## src/rtl/pool.sv

```systemverilog
// Element-wise non-overlapping pooling of MAT_MUL_SIZE-wide signed vectors, window 1/2/4.
// Build option AVG_POOL_EN adds input pool_avg (average pooling via arithmetic shift).
module pool #(
  parameter int DWIDTH       = 8,
  parameter int MAT_MUL_SIZE = 4
) (
  input  logic                           clk,
  input  logic                           reset,
  input  logic                           enable_pool,
  input  logic [1:0]                     pool_window,
`ifdef AVG_POOL_EN
  input  logic                           pool_avg,
`endif
  input  logic                           in_data_available,
  input  logic [MAT_MUL_SIZE*DWIDTH-1:0] inp_data,
  input  logic                           flush,
  output logic [MAT_MUL_SIZE*DWIDTH-1:0] out_data,
  output logic                           out_data_available,
  output logic                           pool_busy
);

  // state | meaning
  // IDLE  | no beats held, cnt == 0
  // ACCUM | 0 < cnt < W beats folded into acc_q

`ifdef AVG_POOL_EN
  localparam int AW = DWIDTH + 2;  // headroom for a 4-beat sum
`else
  localparam int AW = DWIDTH;
`endif

  typedef enum logic {IDLE, ACCUM} state_t;

  state_t                           state_q, state_d;
  logic [2:0]                       cnt_q, cnt_d;
  logic [1:0]                       win_q, win_d;
  logic [MAT_MUL_SIZE-1:0][AW-1:0]  acc_q, acc_d, merged;
  logic [MAT_MUL_SIZE*DWIDTH-1:0]   emit_data;
  logic                             emit;
  logic                             first;
  logic [1:0]                       win_eff;
  logic [2:0]                       wlen;
  logic [1:0]                       shift_amt;
  logic                             avg_eff;
  logic signed [AW-1:0]             beat_x;
  logic signed [AW-1:0]             res_x;

`ifdef AVG_POOL_EN
  logic avg_q, avg_d;
`endif

  assign first     = (state_q == IDLE);
  // The window size is taken live on the opening beat, from the latch afterwards.
  assign win_eff   = first ? pool_window : win_q;
  assign wlen      = win_eff[1] ? 3'd4 : (win_eff[0] ? 3'd2 : 3'd1);
  assign shift_amt = win_eff[1] ? 2'd2 : {1'b0, win_eff[0]};
  assign pool_busy = (state_q == ACCUM);

`ifdef AVG_POOL_EN
  assign avg_eff = first ? pool_avg : avg_q;
`else
  assign avg_eff = 1'b0;
`endif

  always_comb begin
    merged    = '0;
    emit_data = '0;
    beat_x    = '0;
    res_x     = '0;
    for (int i = 0; i < MAT_MUL_SIZE; i++) begin
      beat_x = AW'($signed(inp_data[i*DWIDTH +: DWIDTH]));
      if (first)
        merged[i] = beat_x;
      else if (avg_eff)
        merged[i] = acc_q[i] + beat_x;
      else if (beat_x > $signed(acc_q[i]))
        merged[i] = beat_x;
      else
        merged[i] = acc_q[i];
      res_x = in_data_available ? $signed(merged[i]) : $signed(acc_q[i]);
      if (avg_eff)
        res_x = res_x >>> shift_amt;
      emit_data[i*DWIDTH +: DWIDTH] = DWIDTH'(res_x);
    end
  end

  always_comb begin
    state_d = state_q;
    cnt_d   = cnt_q;
    win_d   = win_q;
    acc_d   = acc_q;
    emit    = 1'b0;
`ifdef AVG_POOL_EN
    avg_d   = avg_q;
`endif
    if (!enable_pool) begin
      state_d = IDLE;
      cnt_d   = '0;
    end else if (in_data_available) begin
      if (first) begin
        win_d = pool_window;
`ifdef AVG_POOL_EN
        avg_d = pool_avg;
`endif
      end
      if ((cnt_q + 3'd1 == wlen) || flush) begin
        emit    = 1'b1;
        cnt_d   = '0;
        state_d = IDLE;
      end else begin
        acc_d   = merged;
        cnt_d   = cnt_q + 3'd1;
        state_d = ACCUM;
      end
    end else if (flush && state_q == ACCUM) begin
      emit    = 1'b1;
      cnt_d   = '0;
      state_d = IDLE;
    end
  end

  always_ff @(posedge clk or negedge reset) begin
    if (!reset) begin
      state_q            <= IDLE;
      cnt_q              <= '0;
      win_q              <= '0;
      acc_q              <= '0;
      out_data           <= '0;
      out_data_available <= 1'b0;
    end else begin
      state_q <= state_d;
      cnt_q   <= cnt_d;
      win_q   <= win_d;
      acc_q   <= acc_d;
      if (!enable_pool) begin
        out_data           <= inp_data;
        out_data_available <= in_data_available;
      end else begin
        out_data_available <= emit;
        if (emit)
          out_data <= emit_data;
      end
    end
  end

`ifdef AVG_POOL_EN
  always_ff @(posedge clk or negedge reset) begin
    if (!reset)
      avg_q <= 1'b0;
    else
      avg_q <= avg_d;
  end
`endif

endmodule

```

## config.mk

```make
export PLATFORM = sky130hd
export DESIGN_NAME = pool
export DESIGN_NICKNAME = d
export VERILOG_FILES = /design/src/rtl/pool.sv
export SDC_FILE = /design/constraint.sdc
export NUM_CORES = 1
export LEC_CHECK = 0
export CORE_MARGIN = 2
export CORE_UTILIZATION = 40
export CTS_CLUSTER_DIAMETER = 150
export DETAILED_ROUTE_END_ITERATION = 10
export GPL_ROUTABILITY_DRIVEN = 0
export GPL_TIMING_DRIVEN = 0
export SLEW_MARGIN = 40
export SYNTH_ARGS = -nofsm -noshare
export SYNTH_HDL_FRONTEND = slang
export SYNTH_SLANG_ARGS = --single-unit
```

## constraint.sdc

```tcl
create_clock -name clk -period 2.84 [get_ports clk]
set_input_delay 0.284 -clock clk [delete_from_list [all_inputs] [get_ports clk]]
set_output_delay 0.284 -clock clk [all_outputs]
set_load 0.01 [all_outputs]
```

# == After elaboration in Yosys (flattened, before gate mapping) ==
# Cells that the tools add are included.
# totals
register_bits,71
word_cells,52
# classes
add_sub_neg,1
order_cmp,4
n_eq_ne,3
muxes,30
bitwise_logic,1
reduce_logical,4
# op_table
cell,count
$mux W8,12
$mux W32,2
$gt A8 B8 Y1,4
$mux W3,5
$mux W1,9
$mux W2,2
$add A3 B1 Y3 const B,1
$eq A3 B3 Y1,1
$ne A3 B1 Y1 const B,1
$reduce_and A3 Y1,1
$ne A2 B1 Y1 const B,1
$reduce_and A2 Y1,1
$logic_and A1 B1 Y1,1
$logic_or A1 B1 Y1,1
$not A1 Y1,1

# == Depth between registers and ports, before layout ==
# logic_depth
word_depth,10
ltp_mapped,9
ltp_nobuf,8

# == Worst setup path before layout ==
# Ideal clock, no wire load.
# synth_timing
path_kind,reg-to-reg
start,register acc_q[15] (netlist bit)
end,register acc_q[10] (netlist bit)
setup_ns,0.125
arrival_time_ns,2.046
slack_ns,0.669
stages_incl_launch_ff,10
n_path_buf,1
period_less_slack_ns,2.171
path_cell_list,dfrtp_1 > inv_1 > ha_1 > nand4_1 > nor2_1 > a32o_1 > a32o_1 > buf_2 > nor2_2 > mux2_2
# synth_via
elab_chain_len,3
# synth_lines
element,line,text
from (decl),37,"logic [MAT_MUL_SIZE-1:0][AW-1:0] acc_q, acc_d, merged;"
from (signal assigned),127,acc_q <= '0;
from (signal assigned),134,acc_q <= acc_d;
$gt A8 B8 Y1,76,else if (beat_x > $signed(acc_q[i]))
$mux W8,76,
$mux W8,72,if (first)
# No other way between the ends.
# A chain may end at the register's enable or synchronous reset.

# == Worst setup path after layout ==
# layout_timing
start,input inp_data[31]
end,register acc_q[24] (netlist bit)
# layout_via
elab_chain_len,3
# layout_lines
element,line,text
from (decl),15,"input logic [MAT_MUL_SIZE*DWIDTH-1:0] inp_data,"
$gt A8 B8 Y1,76,
$mux W8,76,
$mux W8,72,
# No other way between the ends.

==> summary.txt <==
RUN STATUS
----------------------------------------------------------------------------------
Outcome                                                               finished, final reports clean

SYNTHESIS
----------------------------------------------------------------------------------
Sequential area share after synthesis                                        41.4%
Distinct cell type count of the synthesized netlist                             42
Synthesized net count                                                          498
Register bit total from synthesis                                               71
Number of flops mapped to enable cells by yosys                                  0
Synth Area per Inst                                                     10.1 sq um
Post-Synthesis Cell Area                                              0.00429 sq mm
Main flop type after synthesis                                        sky130_fd_sc_hd__dfrtp_1
Number of warning messages in the yosys log                                      0
Synthesized instance count                                                     426
Post-synthesis async set-or-reset flop share                                  100%

GLOBAL ROUTE
----------------------------------------------------------------------------------
Antenna violations before repair                                                 0
First-pass GRT wire length                                                 17.6 mm
Vias in the first global route                                                3530
GRT Residual Overflow                                                            0
Pin count of the biggest net entering global routing                            51
Global-route usage over all layers                                           19.4%

DIE
----------------------------------------------------------------------------------
Die area                                                              0.0116 sq mm
Initial core utilization                                                     41.4%
Height of the die                                                      108 microns
Rows                                                                            37
Width of the die                                                       108 microns
IO Count                                                                        73
Placeable core region                                                 0.0104 sq mm

CLOCKING
----------------------------------------------------------------------------------
CTS resizes                                                                      0
Number of buffers on the longest clock path                                      2
Clock sink total                                                                71
Number of H-tree levels                                                          3
Clock transition at the registers of the reported paths                    0.08 ns
TritonCTS clock tree                                                          done
Clk_lat worst skew                                                         0.34 ns
Cts bufs inserted                                                                9
Root buffer cell                                                      sky130_fd_sc_hd__clkbuf_8

POWER
----------------------------------------------------------------------------------
Pwr per Cell Area                                                      596 mW/mm^2
Internal power component                                                   2.13 mW
Clock network power share                                                    22.4%
PnR Total Power                                                            3.20 mW
Reg power frac                                                               42.7%
Peak VDD IR                                                                 243 uV
Switching share of power                                                     33.5%
Power spent charging and discharging nets                                  1.07 mW
Power share of the combinational group                                       34.9%
Pleak                                                                      2.42 nW

ROUTING
----------------------------------------------------------------------------------
Violation count after the first detailed-route iteration                       153
Routed wire length per instance                                       16.2 microns
Avg Vias per Cell                                                             5.36
Final wirelength                                                           10.5 mm
Remaining design rule violation count                                            0
First-pass detailed-route iteration total                                        4
Remaining number of nets flagged by the antenna check after routing              0
Vias                                                                          3473

CRITICAL PATH
----------------------------------------------------------------------------------
Endpoint of the lowest-slack register-to-register path                out_data[9]$_DFFE_PN0P_
Arr. time, crit path                                                       2.73 ns
Largest driver fanout on the critical path                                       9
FF-to-FF setup slack                                                       0.36 ns
Required time of the worst setup path                                      3.06 ns
Sort of element at the end of the critical path                          flip-flop
Startpoint of the worst register-to-register path                     cnt_q[0]$_DFFE_PN0P_
CP Class                                                              primary input to flip-flop
R2R cell count                                                                   7
Startpoint Class                                                      primary input

MIN PATH
----------------------------------------------------------------------------------
Class of the tightest hold or removal check                           primary input to async pin

TIMING
----------------------------------------------------------------------------------
F_max                                                                      398 MHz
Number of hold violations in the final report                                    0
Setup slack after layout                                                  0.325 ns
Unrepaired setup endpoints after global routing                                 no
Total count of max-transition violations in the final report                     0
Min cycle time layout                                                      2.52 ns
Final cycle utilization of the critical path                                 88.6%
Max_slew headroom                                                            58.7%
Min Hold Slack                                                            0.349 ns
Final Skew                                                               0.0126 ns
Final setup violating endpoints                                                  0
Worst slew pin tran                                                       0.619 ns
Post-Route Setup TNS                                                          0 ns

PLACED DESIGN
----------------------------------------------------------------------------------
Number of cells in the design after placement                                  633
Port Buffer Count                                                               70
Placed wire-length estimate after detailed placement                       7.61 mm
Placement-stage worst setup slack                                       -0.0143 ns
Placement-stage cell area                                             0.00519 sq mm

FLOW RUN
----------------------------------------------------------------------------------
Count of max-cap constraint violations                                           0

CELLS AND AREA
----------------------------------------------------------------------------------
Area Overhead vs Synth                                                       25.0%
Post-route cell area                                                  0.00537 sq mm
Filler instances                                                              1015
Layout Utilization                                                           51.7%
Count of non-filler cells in the finished layout                               648
Final-stage net count                                                          581
Share of cells above drive strength 1                                        13.5%
# diodes                                                                         0

[layout by cell type, fill, tap and decap left out, drive strengths merged, types with 2 or more instances in the layout]
cell / netlist / routed
nand2b: 3 / 3
nand2: 15 / 15
mux2: 34 / 34
dfrtp: 71 / 71
a21o: 5 / 5
ha: 33 / 33
a211oi: 2 / 2
nor2: 35 / 35
nor4b: 2 / 2
and2: 3 / 3
a21oi: 29 / 29
o211ai: 3 / 3
mux2i: 35 / 35
or2: 7 / 7
inv: 41 / 41
a32o: 2 / 2
buf: 7 / 9
and4: 2 / 2
o2111a: 2 / 2
nand4: 3 / 3
nor2b: 6 / 6
o221ai: 10 / 10
nand3: 3 / 3
o21ai: 17 / 17
clkinv: 0 / 2
clkdlybuf4s50: 0 / 69
clkbuf: 11 / 22
o22ai: 36 / 36
[cell families (layout without fill, tap and decap cells)]
family,Yosys count,count (layout),share of synthesized area (%)
flops,71,71,41.4
compound gates,112,112,17.0
xor+xnor,1,1,0.204
simple gates,81,81,9.30
buf+inv,59,145,5.45
fa+ha+maj,33,33,9.62
mux,69,69,17.1
[synthesized netlist by cell type (2+ instances only)]
library cell               number  area [sq um]
sky130_fd_sc_hd__o21ai_1        8          40.0
sky130_fd_sc_hd__o211ai_1       3          22.5
sky130_fd_sc_hd__ha_1          33           413
sky130_fd_sc_hd__or2_2          7          43.8
sky130_fd_sc_hd__o2111a_1       2          22.5
sky130_fd_sc_hd__inv_1         41           154
sky130_fd_sc_hd__a21oi_1       28           140
sky130_fd_sc_hd__nand2_1       13          48.8
sky130_fd_sc_hd__buf_4          2          15.0
sky130_fd_sc_hd__nand4_1        3          18.8
sky130_fd_sc_hd__dfrtp_1       71          1780
sky130_fd_sc_hd__nor2_1        34           128
sky130_fd_sc_hd__buf_2          4          20.0
sky130_fd_sc_hd__o22ai_1       36           225
sky130_fd_sc_hd__nand3_1        3          15.0
sky130_fd_sc_hd__nand2_2        2          12.5
sky130_fd_sc_hd__nand2b_1       3          18.8
sky130_fd_sc_hd__clkbuf_1      11          41.3
sky130_fd_sc_hd__and2_1         3          18.8
sky130_fd_sc_hd__and4_1         2          17.5
sky130_fd_sc_hd__a32o_1         2          20.0
sky130_fd_sc_hd__mux2i_1       35           350
sky130_fd_sc_hd__mux2_2        34           383
sky130_fd_sc_hd__o21ai_0        8          40.0
sky130_fd_sc_hd__a21o_1         5          37.5
sky130_fd_sc_hd__o221ai_1      10          87.6
sky130_fd_sc_hd__nor4b_1        2          17.5
sky130_fd_sc_hd__nor2b_1        6          37.5
sky130_fd_sc_hd__a211oi_1       2          15.0
[registers in the layout, summed over array words and instances (netlist names)]
| name | count |
|---|---|
| pool_busy | 1 |
| win_q | 2 |
| out_data_available | 1 |
| out_data | 32 |
| cnt_q | 3 |
| acc_q | 32 |
[worst max-delay path by stage]
stage	to	startpoint	slack [ns]
global route	acc_q[14]$_DFFE_PN0P_	acc_q[15]$_DFFE_PN0P_	0.14
CTS	acc_q[24]$_DFFE_PN0P_	inp_data[31]	0.33
floorplan	acc_q[10]$_DFFE_PN0P_	acc_q[15]$_DFFE_PN0P_	0.67
global placement	out_data[0]$_DFFE_PN0P_	reset	-1.10
finish	acc_q[24]$_DFFE_PN0P_	inp_data[31]	0.32
detailed placement	acc_q[24]$_DFFE_PN0P_	inp_data[31]	-0.01
[critical path: stages]
cell	delay (ns)
sky130_fd_sc_hd__clkdlybuf4s50_1	0.48
sky130_fd_sc_hd__ha_1	0.36
sky130_fd_sc_hd__and4_1	0.24
sky130_fd_sc_hd__o2111a_1	0.15
sky130_fd_sc_hd__a211oi_1	0.24
sky130_fd_sc_hd__o221ai_1	0.16
sky130_fd_sc_hd__buf_4	0.22
sky130_fd_sc_hd__nand2_2	0.23
sky130_fd_sc_hd__mux2_2	0.37
[power by group through the flow]
stage                     Sequential, mW  Clock (mW)  Combinational (mW)
after floorplan                     1.39           0               0.689
final                               1.37       0.715                1.12
after detailed placement            1.38           0                1.12
after CTS                           1.36       0.742                1.13
after global routing                1.40       0.781                1.26
after global placement              1.38           0                1.09
[final cells by class]
type / count / area, sq um / area share (%)
Clock buffer: 11 / 141 / 2.63
Clock inverter: 3 / 21.3 / 0.396
Buffer: 18 / 80.1 / 1.49
Multi-Input combinational cell: 296 / 2280 / 42.6
Sequential cell: 71 / 1780 / 33.1
Inverter: 41 / 154 / 2.87
Tap cell: 136 / 170 / 3.17
Timing Repair Buffer: 72 / 739 / 13.8
[routing by layer]
metal,vias up,track usage (%),routed length (microns)
met4,0,6.50,134
met3,15,2.78,433
met5,-,0,0
met2,74,31.2,4940
met1,1672,26.9,5000
li1,1712,-,-
[timing repair]
item,4_1_cts,5_1_grt
hold buffers,1,0
buffers inserted,0,0
hold endpoints to repair,21,0
(Power assumes the default switching activity.)
